<file path="src/rtl/mult_div_sequencer.sv">
// mult_div_sequencer: iterative unsigned MULTU/DIVU unit for the EX stage.
// One bit per clock: shift-add multiply, restoring divide. Writes the HI/LO
// pair only on the completion edge and stalls IF/ID/EX while in flight.
//
// Ports:
//   clk, rst_n           clock, asynchronous active-low reset
//   start, op            request (op 0 = MULTU, 1 = DIVU), sampled when accepting
//   operand_a/operand_b  rs / rt values
//   flush                synchronous abort, wins over start and completion
//   busy                 registered, high while iterating
//   stall                combinational, busy | (start & accept)
//   done                 registered one-cycle pulse when HI/LO update
//   div_by_zero          registered, sticky until the next accepted start
//   hi, lo               HI/LO registers
module mult_div_sequencer #(
    parameter int unsigned WIDTH = 32
) (
    input  logic             clk,
    input  logic             rst_n,
    input  logic             start,
    input  logic             op,
    input  logic [WIDTH-1:0] operand_a,
    input  logic [WIDTH-1:0] operand_b,
    input  logic             flush,
    output logic             busy,
    output logic             stall,
    output logic             done,
    output logic             div_by_zero,
    output logic [WIDTH-1:0] hi,
    output logic [WIDTH-1:0] lo
);

    localparam int unsigned CntW = $clog2(WIDTH + 1);

    typedef enum logic [1:0] {StIdle, StMul, StDiv, StDone} state_e;

    state_e                 state_q, state_d;
    logic [CntW-1:0]        cnt_q, cnt_d;
    // MUL: {running upper half, remaining multiplier bits}.
    // DIV: low half holds dividend bits shifting out / quotient bits shifting in.
    logic [2*WIDTH-1:0]     acc_q, acc_d;
    logic [WIDTH:0]         rem_q, rem_d;
    // Multiplicand for MUL, divisor for DIV.
    logic [WIDTH-1:0]       opb_q, opb_d;
    logic [WIDTH-1:0]       hi_q, hi_d;
    logic [WIDTH-1:0]       lo_q, lo_d;
    logic                   busy_q, busy_d;
    logic                   done_q, done_d;
    logic                   dbz_q, dbz_d;

    logic                   accept;
    logic                   last;
    logic [WIDTH:0]         mul_sum;
    logic [2*WIDTH-1:0]     mul_next;
    logic [WIDTH+1:0]       rem_sh;
    logic [WIDTH+1:0]       div_diff;
    logic                   div_ge;
    logic [WIDTH:0]         rem_next;
    logic [WIDTH-1:0]       quo_next;

    assign accept = (state_q == StIdle) || (state_q == StDone);
    assign last   = (cnt_q == CntW'(WIDTH - 1));

    // Shift-add step; the carry out of the add becomes the new MSB after the shift.
    always_comb begin
        mul_sum  = {1'b0, acc_q[2*WIDTH-1:WIDTH]} + (acc_q[0] ? {1'b0, opb_q} : '0);
        mul_next = {mul_sum, acc_q[WIDTH-1:1]};
    end

    // Restoring step; the extra top bit of the difference is the sign.
    always_comb begin
        rem_sh   = {rem_q, acc_q[WIDTH-1]};
        div_diff = rem_sh - {2'b00, opb_q};
        div_ge   = ~div_diff[WIDTH+1];
        rem_next = div_ge ? div_diff[WIDTH:0] : rem_sh[WIDTH:0];
        quo_next = {acc_q[WIDTH-2:0], div_ge};
    end

    always_comb begin
        state_d = state_q;
        cnt_d   = cnt_q;
        acc_d   = acc_q;
        rem_d   = rem_q;
        opb_d   = opb_q;
        hi_d    = hi_q;
        lo_d    = lo_q;
        dbz_d   = dbz_q;

        unique case (state_q)
            StIdle, StDone: begin
                if (start) begin
                    cnt_d   = '0;
                    rem_d   = '0;
                    dbz_d   = 1'b0;
                    opb_d   = op ? operand_b : operand_a;
                    acc_d   = {{WIDTH{1'b0}}, (op ? operand_a : operand_b)};
                    state_d = op ? StDiv : StMul;
                end else begin
                    state_d = StIdle;
                end
            end
            StMul: begin
                acc_d = mul_next;
                cnt_d = cnt_q + CntW'(1);
                if (last) begin
                    hi_d    = mul_next[2*WIDTH-1:WIDTH];
                    lo_d    = mul_next[WIDTH-1:0];
                    state_d = StDone;
                end
            end
            StDiv: begin
                if (opb_q == '0) begin
                    // Divide by zero completes after a single edge.
                    hi_d    = acc_q[WIDTH-1:0];
                    lo_d    = '1;
                    dbz_d   = 1'b1;
                    state_d = StDone;
                end else begin
                    rem_d             = rem_next;
                    acc_d[WIDTH-1:0]  = quo_next;
                    cnt_d             = cnt_q + CntW'(1);
                    if (last) begin
                        hi_d    = rem_next[WIDTH-1:0];
                        lo_d    = quo_next;
                        state_d = StDone;
                    end
                end
            end
            default: state_d = StIdle;
        endcase

        // Abort keeps the architectural HI/LO and the sticky flag untouched.
        if (flush) begin
            state_d = StIdle;
            hi_d    = hi_q;
            lo_d    = lo_q;
            dbz_d   = dbz_q;
        end

        busy_d = (state_d == StMul) || (state_d == StDiv);
        done_d = (state_d == StDone);
    end

    always_ff @(posedge clk or negedge rst_n) begin
        if (!rst_n) begin
            state_q <= StIdle;
            cnt_q   <= '0;
            acc_q   <= '0;
            rem_q   <= '0;
            opb_q   <= '0;
            hi_q    <= '0;
            lo_q    <= '0;
            busy_q  <= 1'b0;
            done_q  <= 1'b0;
            dbz_q   <= 1'b0;
        end else begin
            state_q <= state_d;
            cnt_q   <= cnt_d;
            acc_q   <= acc_d;
            rem_q   <= rem_d;
            opb_q   <= opb_d;
            hi_q    <= hi_d;
            lo_q    <= lo_d;
            busy_q  <= busy_d;
            done_q  <= done_d;
            dbz_q   <= dbz_d;
        end
    end

    assign busy        = busy_q;
    assign done        = done_q;
    assign div_by_zero = dbz_q;
    assign hi          = hi_q;
    assign lo          = lo_q;
    assign stall       = busy_q | (start & accept);

endmodule
</file>
<file path="config.mk">
export PLATFORM = sky130hd
export DESIGN_NAME = mult_div_sequencer
export DESIGN_NICKNAME = d
export VERILOG_FILES = /design/src/rtl/mult_div_sequencer.sv
export SDC_FILE = /design/constraint.sdc
export NUM_CORES = 1
export LEC_CHECK = 0
export BUFFER_PORTS_ARGS = -buffer_cell sky130_fd_sc_hd__buf_2
export CAP_MARGIN = 20
export CORE_ASPECT_RATIO = 2
export CORE_MARGIN = 5
export CORE_UTILIZATION = 55
export DETAILED_ROUTE_END_ITERATION = 8
export PLACE_DENSITY = 0.71
export SYNTH_ARGS = -nofsm -noshare
export SYNTH_HDL_FRONTEND = slang
export SYNTH_SLANG_ARGS = --single-unit
</file>
<file path="constraint.sdc">
create_clock -name clk -period 4.6 [get_ports clk]
set_clock_uncertainty 0.2 [all_clocks]
set_input_delay 0.92 -clock clk [delete_from_list [all_inputs] [get_ports clk]]
set_output_delay 0.92 -clock clk [all_outputs]
set_load 0.01 [all_outputs]
</file>
==> impl_results.md, run 1 <==
* Finished Layout Cells at 1,966
* Worst Setup Start Kind: flop
* Drt total wl at 45.70 mm
* Max VDD drop at 0.0004667 V
* Area of the mapped netlist at 0.01365 mm^2
* RSZ-0062 raised after global routing: no
* Slowest stage delay, CP at 0.54 ns
* Post-layout min period at 3.963 ns
* YS warnings at 0
* Final Power at 10,250 uW
* Max Slew Vio Count at 0
* Synth top cells by count: 204 x dfrtp_1, 186 x nand2_1, 149 x o21ai_0, 91 x mux2i_1, 82 x clkbuf_1
* Core Util, Final at 62.45%
* Crit-path max FO at 18
* Initial antenna violation count at 0
* Synth Flop Type: dfrtp_1
* Residual DRC at 0
* Total track usage at 32.46%
* Largest area contributor in the synthesized netlist: dfrtp_1
* Crit share post-route at 86.14%
* Setup Crit Path Kind: flop to flop
* Post-synth EDFFs at 0
* Distinct cell type count after synthesis at 76
* Internal power at 5404 uW
* Largest net degree at the start of global routing at 109
* Most numerous cell in the Yosys netlist: dfrtp_1
* Die area at 0.02825 mm^2
* PwrDens at 669.1 mW/mm^2
* Max-Slew Margin vs Limit at 23.34%
* Cell row count at 81
* Post-synth ARST share at 100.0%
* MaxCap Viol Count at 0
* Clk pin slew, worst setup/hold paths at 0.07 ns
* Core area at 0.02453 mm^2
* CP arrival at 4.17 ns
* Final setup TNS at 0 ns
* Initial Util at 55.64%
* Via count at 12,562
* Sequential power share at 31.3%
* Lkg Pwr at 0.007468 uW
* Post-CTS sizing at 0
* Synth top area share at 37.41%
* H-tree depth at 1
* Layout cells sized above 1 at 14.26%
* Final instance area at 0.01532 mm^2
* Net Sw Power at 4845 uW
* Status: finished, final reports clean
* I/O Buffers at 136
* TritonCTS clock tree: yes
* DR pass1 iterations at 5
* Worst-path cell chain: inv_1 > ha_1 > a21oi_1 > o21ai_2 > a311o_1 > o21ai_1 > nand2b_1 > o221ai_4 > buf_4 > mux2i_1 > a211oi_1 > a221o_1
* Global-route wire length before repair at 71.24 mm
* Synthesized flop and latch total at 204
* Worst-margin pin slew at 1.150 ns
* Hold Buf Count CTS at 0
* Clock Power Share at 16.5%
* Chip height at 232.8 um
* Post-synthesis sequential area ratio at 37.41%
* # setup viols final at 0
* Combinational power share at 52.2%
* ANT nets after route at 0
* Fmax at 252.4 MHz
* Number of setup buffers added after CTS at 0
* Top-level I/O count at 137
* Dpl cells at 1,929
* Worst-skew pair later-pin latency at 0.52 ns
* # nets final at 1,760
* Final GP Congestion at 0.9376
* CTS Buffer Depth at 3
* HP Class: input pin to asynchronous set/reset pin
* CTS buffer count at 21
* Initial DRC Count at 870
* CP Capture Type: flop
* Final Hold Vio Count at 0
* Post-DR wirelength/cell at 23.25 um
* Gate Count Post-Synth at 1,523
* CTS Sinks at 204
* CP max-delay cell: o221ai_4
* Ant. Diodes at 0
* Die width at 121.4 um
* DP HPWL at 34.79 mm
* Area Growth Syn to Fin at 12.23%
* Number of global-route vias before repair at 12,905
* GRT Residual Overflow at 0
* Syn nets at 1,663
* Worst path required time at 4.81 ns
* Dpl cell area at 0.01466 mm^2
* Top cells by area, synth: dfrtp_1 37%, mux2i_1 6.7%, ha_1 6.3%
* Syn Area/Cell at 8.960 um^2
* Root Buffer: clkbuf_16
* Sw frac at 47.27%
* Vias per cell at 6.390
[routing by layer]
| layer | track usage, % | vias to the layer above | wire (um) |
|---|---|---|---|
| li1 | - | 5833 | - |
| met1 | 38.56 | 6155 | 17570 |
| met4 | 17.57 | 0 | 2726 |
| met3 | 3.114 | 135 | 2091 |
| met2 | 57.06 | 439 | 23320 |
| met5 | 0 | - | 0 |
[stage by stage]
stage | setup slack [ns] | hold slack, ns
after CTS | 0.6532 | 0.2845
final | 0.6374 | 0.2780
after floorplan | 1.150 | 0.2563
after global placement | 0.7272 | 0.2599
after detailed placement | 0.6745 | 0.2699
after global routing | 0.4358 | 0.3047
[final cells by class]
cell class                      count  area (um^2)
Tap cell                          332        415.4
Fill cell                        2193         9210
Clock inverter                      7        48.80
Timing Repair Buffer              172        974.7
Clock buffer                       30        609.3
Sequential cell                   204         5105
Multi-Input combinational cell   1168         7964
Inverter                           53        198.9
[worst max-delay path, delay by kind of cell (launching register included)]
family	cells	cell delay (ns)
adders and majority gates	1	0.35
DFF	1	0.43
AOI/OAI and AO/OA	7	2.01
muxes	1	0.27
buffers and inverters	2	0.46
and+or+nand+nor	1	0.11
[power groups by stage]
stage | clock network (uW) | registers, uW | logic, uW
4_1_cts | 1710 | 3190 | 5320
6_report | 1690 | 3210 | 5350
3_3_place_gp | 0 | 3190 | 5230
3_5_place_dp | 0 | 3220 | 5290
2_1_floorplan | 0 | 3030 | 3670
5_1_grt | 1780 | 3290 | 5860
[cell families after synthesis]
| group | Yosys count | share of synthesized area, % |
|---|---|---|
| AO/OA/AOI/OAI | 554 | 27.57 |
| multiplexers | 96 | 7.087 |
| adder cells (fa/ha/maj) | 71 | 6.620 |
| flip-flops | 204 | 37.41 |
| AND/OR/NAND/NOR | 392 | 13.29 |
| XOR/XNOR | 55 | 3.530 |
| buffers and inverters | 151 | 4.502 |
[worst paths after layout]
path	start	end	slack (ns)	depth (start not counted)
worst max-delay path	opb_q[22]	hi[24]	0.64	12
worst min-delay path	rst_n	rem_q[10]	0.28	1
worst max register to register	opb_q[22]	hi[24]	0.64	12
worst min register to register	lo[8]	lo[8]	0.28	2
max in group asynchronous	rst_n	opb_q[4]	2.95	2
min in group clk	lo[8]	lo[8]	0.28	2
[cell usage in the layout, fill, tap and decap left out, types with 6 or more instances in the layout]
master,netlist,layout
nor4_1,10,10
xor2_1,17,17
a21oi_1,77,76
a221o_1,11,11
a221oi_1,37,37
xnor2_1,38,38
nor2_1,62,62
inv_1,53,53
o211ai_1,13,13
clkbuf_16,0,21
nand3_1,17,17
mux2i_1,91,91
a211o_1,7,7
o22ai_1,34,34
o31ai_1,9,9
and2_1,42,42
a211oi_1,43,43
ha_1,69,67
buf_2,4,134
o21ai_0,149,149
nor3_1,21,21
a21o_1,54,54
buf_4,1,36
nor2b_1,6,6
clkbuf_8,0,6
nand2b_1,11,11
and3_1,13,13
o21ai_1,9,8
a22o_1,23,23
o21a_1,16,16
o21bai_1,10,10
dfrtp_1,204,204
nand4_1,8,8
nand2_1,186,184
a31oi_1,12,12
[state kept, by name, indices dropped and copies added, names as in the netlist, 2 cells and up]
signal and flops:
acc_q 64, state_q 2, hi 32, opb_q 32
lo 32, cnt_q 6, rem_q 33
(Power assumes the default switching activity.)
==> inputs of run 2 (changes only) <==
--- a/config.mk
+++ b/config.mk
@@ -9,9 +9,9 @@
 export CAP_MARGIN = 20
 export CORE_ASPECT_RATIO = 2
 export CORE_MARGIN = 5
-export CORE_UTILIZATION = 55
+export CORE_UTILIZATION = 30
 export DETAILED_ROUTE_END_ITERATION = 8
-export PLACE_DENSITY = 0.71
+export PLACE_DENSITY = 0.42
 export SYNTH_ARGS = -nofsm -noshare
 export SYNTH_HDL_FRONTEND = slang
 export SYNTH_SLANG_ARGS = --single-unit
==> impl_results.md, run 2 (same netlist as run 1, synthesis figures left out) <==
* Clk pin slew, worst setup/hold paths at 0.07 ns (about the same)
* Lkg Pwr at 0.007523 uW (was 0.007468 uW)
* Layout cells sized above 1 at 14.44% (was 14.26%)
* Ant. Diodes at 0 (unchanged)
* Initial antenna violation count at 0 (unchanged)
* Hold Buf Count CTS at 0 (unchanged)
* Setup slack, reg-to-reg at 0.53 ns (was 0.64 ns)
* Worst-path cell chain: inv_1 > ha_1 > a21oi_1 > o21ai_2 > a311o_1 > o21ai_1 > nand2b_1 > o221ai_4 > buf_12 > mux2i_1 > o21ai_0 > o221a_2 (was inv_1 > ha_1 > a21oi_1 > o21ai_2 > a311o_1 > o21ai_1 > nand2b_1 > o221ai_4 > buf_4 > mux2i_1 > a211oi_1 > a221o_1)
* Number of setup buffers added after CTS at 0 (unchanged)
* H-tree depth at 1 (unchanged)
* ANT nets after route at 0 (unchanged)
* MaxCap Viol Count at 0 (unchanged)
* # nets final at 1,770 (was 1,760)
* GRT Residual Overflow at 0 (unchanged)
* Crit share post-route at 88.43% (was 86.14%)
* Setup ws final at 0.5322 ns (was 0.6374 ns)
* Setup Crit Path Kind: flop to flop (unchanged)
* Final setup TNS at 0 ns (unchanged)
* Cell row count at 110 (was 81)
* Root Buffer: clkbuf_16 (unchanged)
* Worst path required time at 4.82 ns (was 4.81 ns)
* Worst Setup Start Kind: flop (unchanged)
* Residual DRC at 0 (unchanged)
* Post-layout min period at 4.068 ns (was 3.963 ns)
* DP HPWL at 42.37 mm (was 34.79 mm)
* CTS Sinks at 204 (unchanged)
* Global-route wire length before repair at 82.31 mm (was 71.24 mm)
* # setup viols final at 0 (unchanged)
* CP arrival at 4.29 ns (was 4.17 ns)
* Die area at 0.05011 mm^2 (was 0.02825 mm^2)
* FF-to-FF Start: opb_q[22] (unchanged)
* Die width at 160.8 um (was 121.4 um)
* DR pass1 iterations at 5 (unchanged)
* Biggest register: acc_q (unchanged)
* Post-CTS sizing at 0 (unchanged)
* Post-DR wirelength/cell at 24.98 um (was 23.25 um)
* Max-Slew Margin vs Limit at 28.60% (was 23.34%)
* Final GP Congestion at 0.9199 (was 0.9376)
* Max Slew Vio Count at 0 (unchanged)
* Number of global-route vias before repair at 12,935 (was 12,905)
* Slowest stage delay, CP at 0.47 ns (was 0.54 ns)
* TritonCTS clock tree: yes (unchanged)
* Largest registers: acc_q x64, rem_q x33 (unchanged)
* Drt total wl at 54.99 mm (was 45.70 mm)
* Status: finished, final reports clean (unchanged)
* Commonest non-fill, non-tap cell in the layout: dfrtp_1 (unchanged)
* Crit-path max FO at 27 (was 18)
* Max VDD drop at 0.0006139 V (was 0.0004667 V)
* HP Class: input pin to asynchronous set/reset pin (unchanged)
* Initial Util at 30.32% (was 55.64%)
* Core area at 0.04501 mm^2 (was 0.02453 mm^2)
* CTS buffer count at 22 (was 21)
* RSZ-0062 raised after global routing: no (unchanged)
* Worst-margin pin slew at 1.067 ns (was 1.150 ns)
* Top-level I/O count at 137 (unchanged)
* Vias per cell at 5.599 (was 6.390)
* Total track usage at 21.39% (was 32.46%)
* Final Hold Vio Count at 0 (unchanged)
* Most frequent cells in the layout: 204 x dfrtp_1, 184 x nand2_1, 149 x o21ai_0 (unchanged)
* Pre-CTS WS at 0.5297 ns (was 0.6745 ns)
* CP max-delay cell: a311o_1 (was o221ai_4)
* Via count at 12,323 (was 12,562)
* RR Endpoint: hi[8] (was hi[24])
* I/O Buffers at 136 (unchanged)
* Filler cells at 4,620 (was 2,193)
* Max reg flops at 64 (unchanged)
* Largest net degree at the start of global routing at 69 (was 109)
* CP Capture Type: flop (unchanged)
* Worst-skew pair later-pin latency at 0.55 ns (was 0.52 ns)
* Chip height at 311.6 um (was 232.8 um)
* Area Growth Syn to Fin at 15.09% (was 12.23%)
* CTS Buffer Depth at 3 (unchanged)
* Fmax at 245.8 MHz (was 252.4 MHz)
* PwrDens at 674.2 mW/mm^2 (was 669.1 mW/mm^2)
* Worst r2r path cells at 12 (unchanged)
* Hold slack at 0.1258 ns (was 0.2780 ns)
* Initial DRC Count at 605 (was 870)
run 2: cell types whose count changed in the layout (fill, tap and decap cells not counted):
cell	previous run	this run
buf_12	1	4
buf_4	36	42
buf_8	0	1
bufinv_16	0	1
clkbuf_1	4	8
clkbuf_16	21	23
clkbuf_8	6	0
clkinv_2	3	2
clkinv_4	2	1
clkinvlp_4	1	0
inv_6	1	0
nor2_1	62	61
nor2_2	1	2
run 2: worst max path at each step:
stage               from  endpoint  slack, ns
2_1_floorplan   acc_q[0]    hi[27]       1.15
3_3_place_gp   opb_q[22]     hi[8]       0.53
3_5_place_dp   opb_q[22]     hi[8]       0.53
4_1_cts        opb_q[22]     hi[8]       0.50
5_1_grt         acc_q[0]    hi[27]       0.35
6_report       opb_q[22]     hi[8]       0.53
run 2: metal layers:
layer | GRT usage (%) | vias up | routed length [um]
li1 | - | 5841 | -
met4 | 8.325 | 0 | 2337
met5 | 0 | - | 0
met3 | 2.261 | 84 | 2103
met2 | 40.17 | 340 | 29300
met1 | 24.56 | 6058 | 21250
run 2: layout make-up:
cell class	instances	area, um^2	area share [%]
tap	560	700.7	4.461
multi-input combinational	1168	7966	50.72
timing repair buffer	181	1081	6.883
sequential	204	5105	32.50
clock buffer	31	605.6	3.856
inverter	53	198.9	1.267
clock inverter	4	48.80	0.3107
run 2: critical path: cells and delay by family (launching register included):
kind,cells,cell delay (ns)
DFF,1,0.46
buffers and inverters,2,0.35
muxes,1,0.33
and+or+nand+nor,1,0.13
adders and majority gates,1,0.39
AOI/OAI and AO/OA,7,2.06
run 2: power by group:
group / internal, uW / leakage, uW / switching, uW
combinational: 2070 / 0.00456 / 3480
clock: 967 / 0.000319 / 784
sequential: 2460 / 0.00265 / 829
run 2: stage by stage:
step	cell area (um^2)	std cells	utilization (%)	power [uW]
2_1_floorplan	13650	1523	-	6695
4_1_cts	15710	2201	34.90	10720
5_1_grt	15710	2201	34.90	11350
3_3_place_gp	15050	2166	33.44	8889
3_5_place_dp	15050	2166	33.44	8905
6_report	15710	2201	34.90	10590
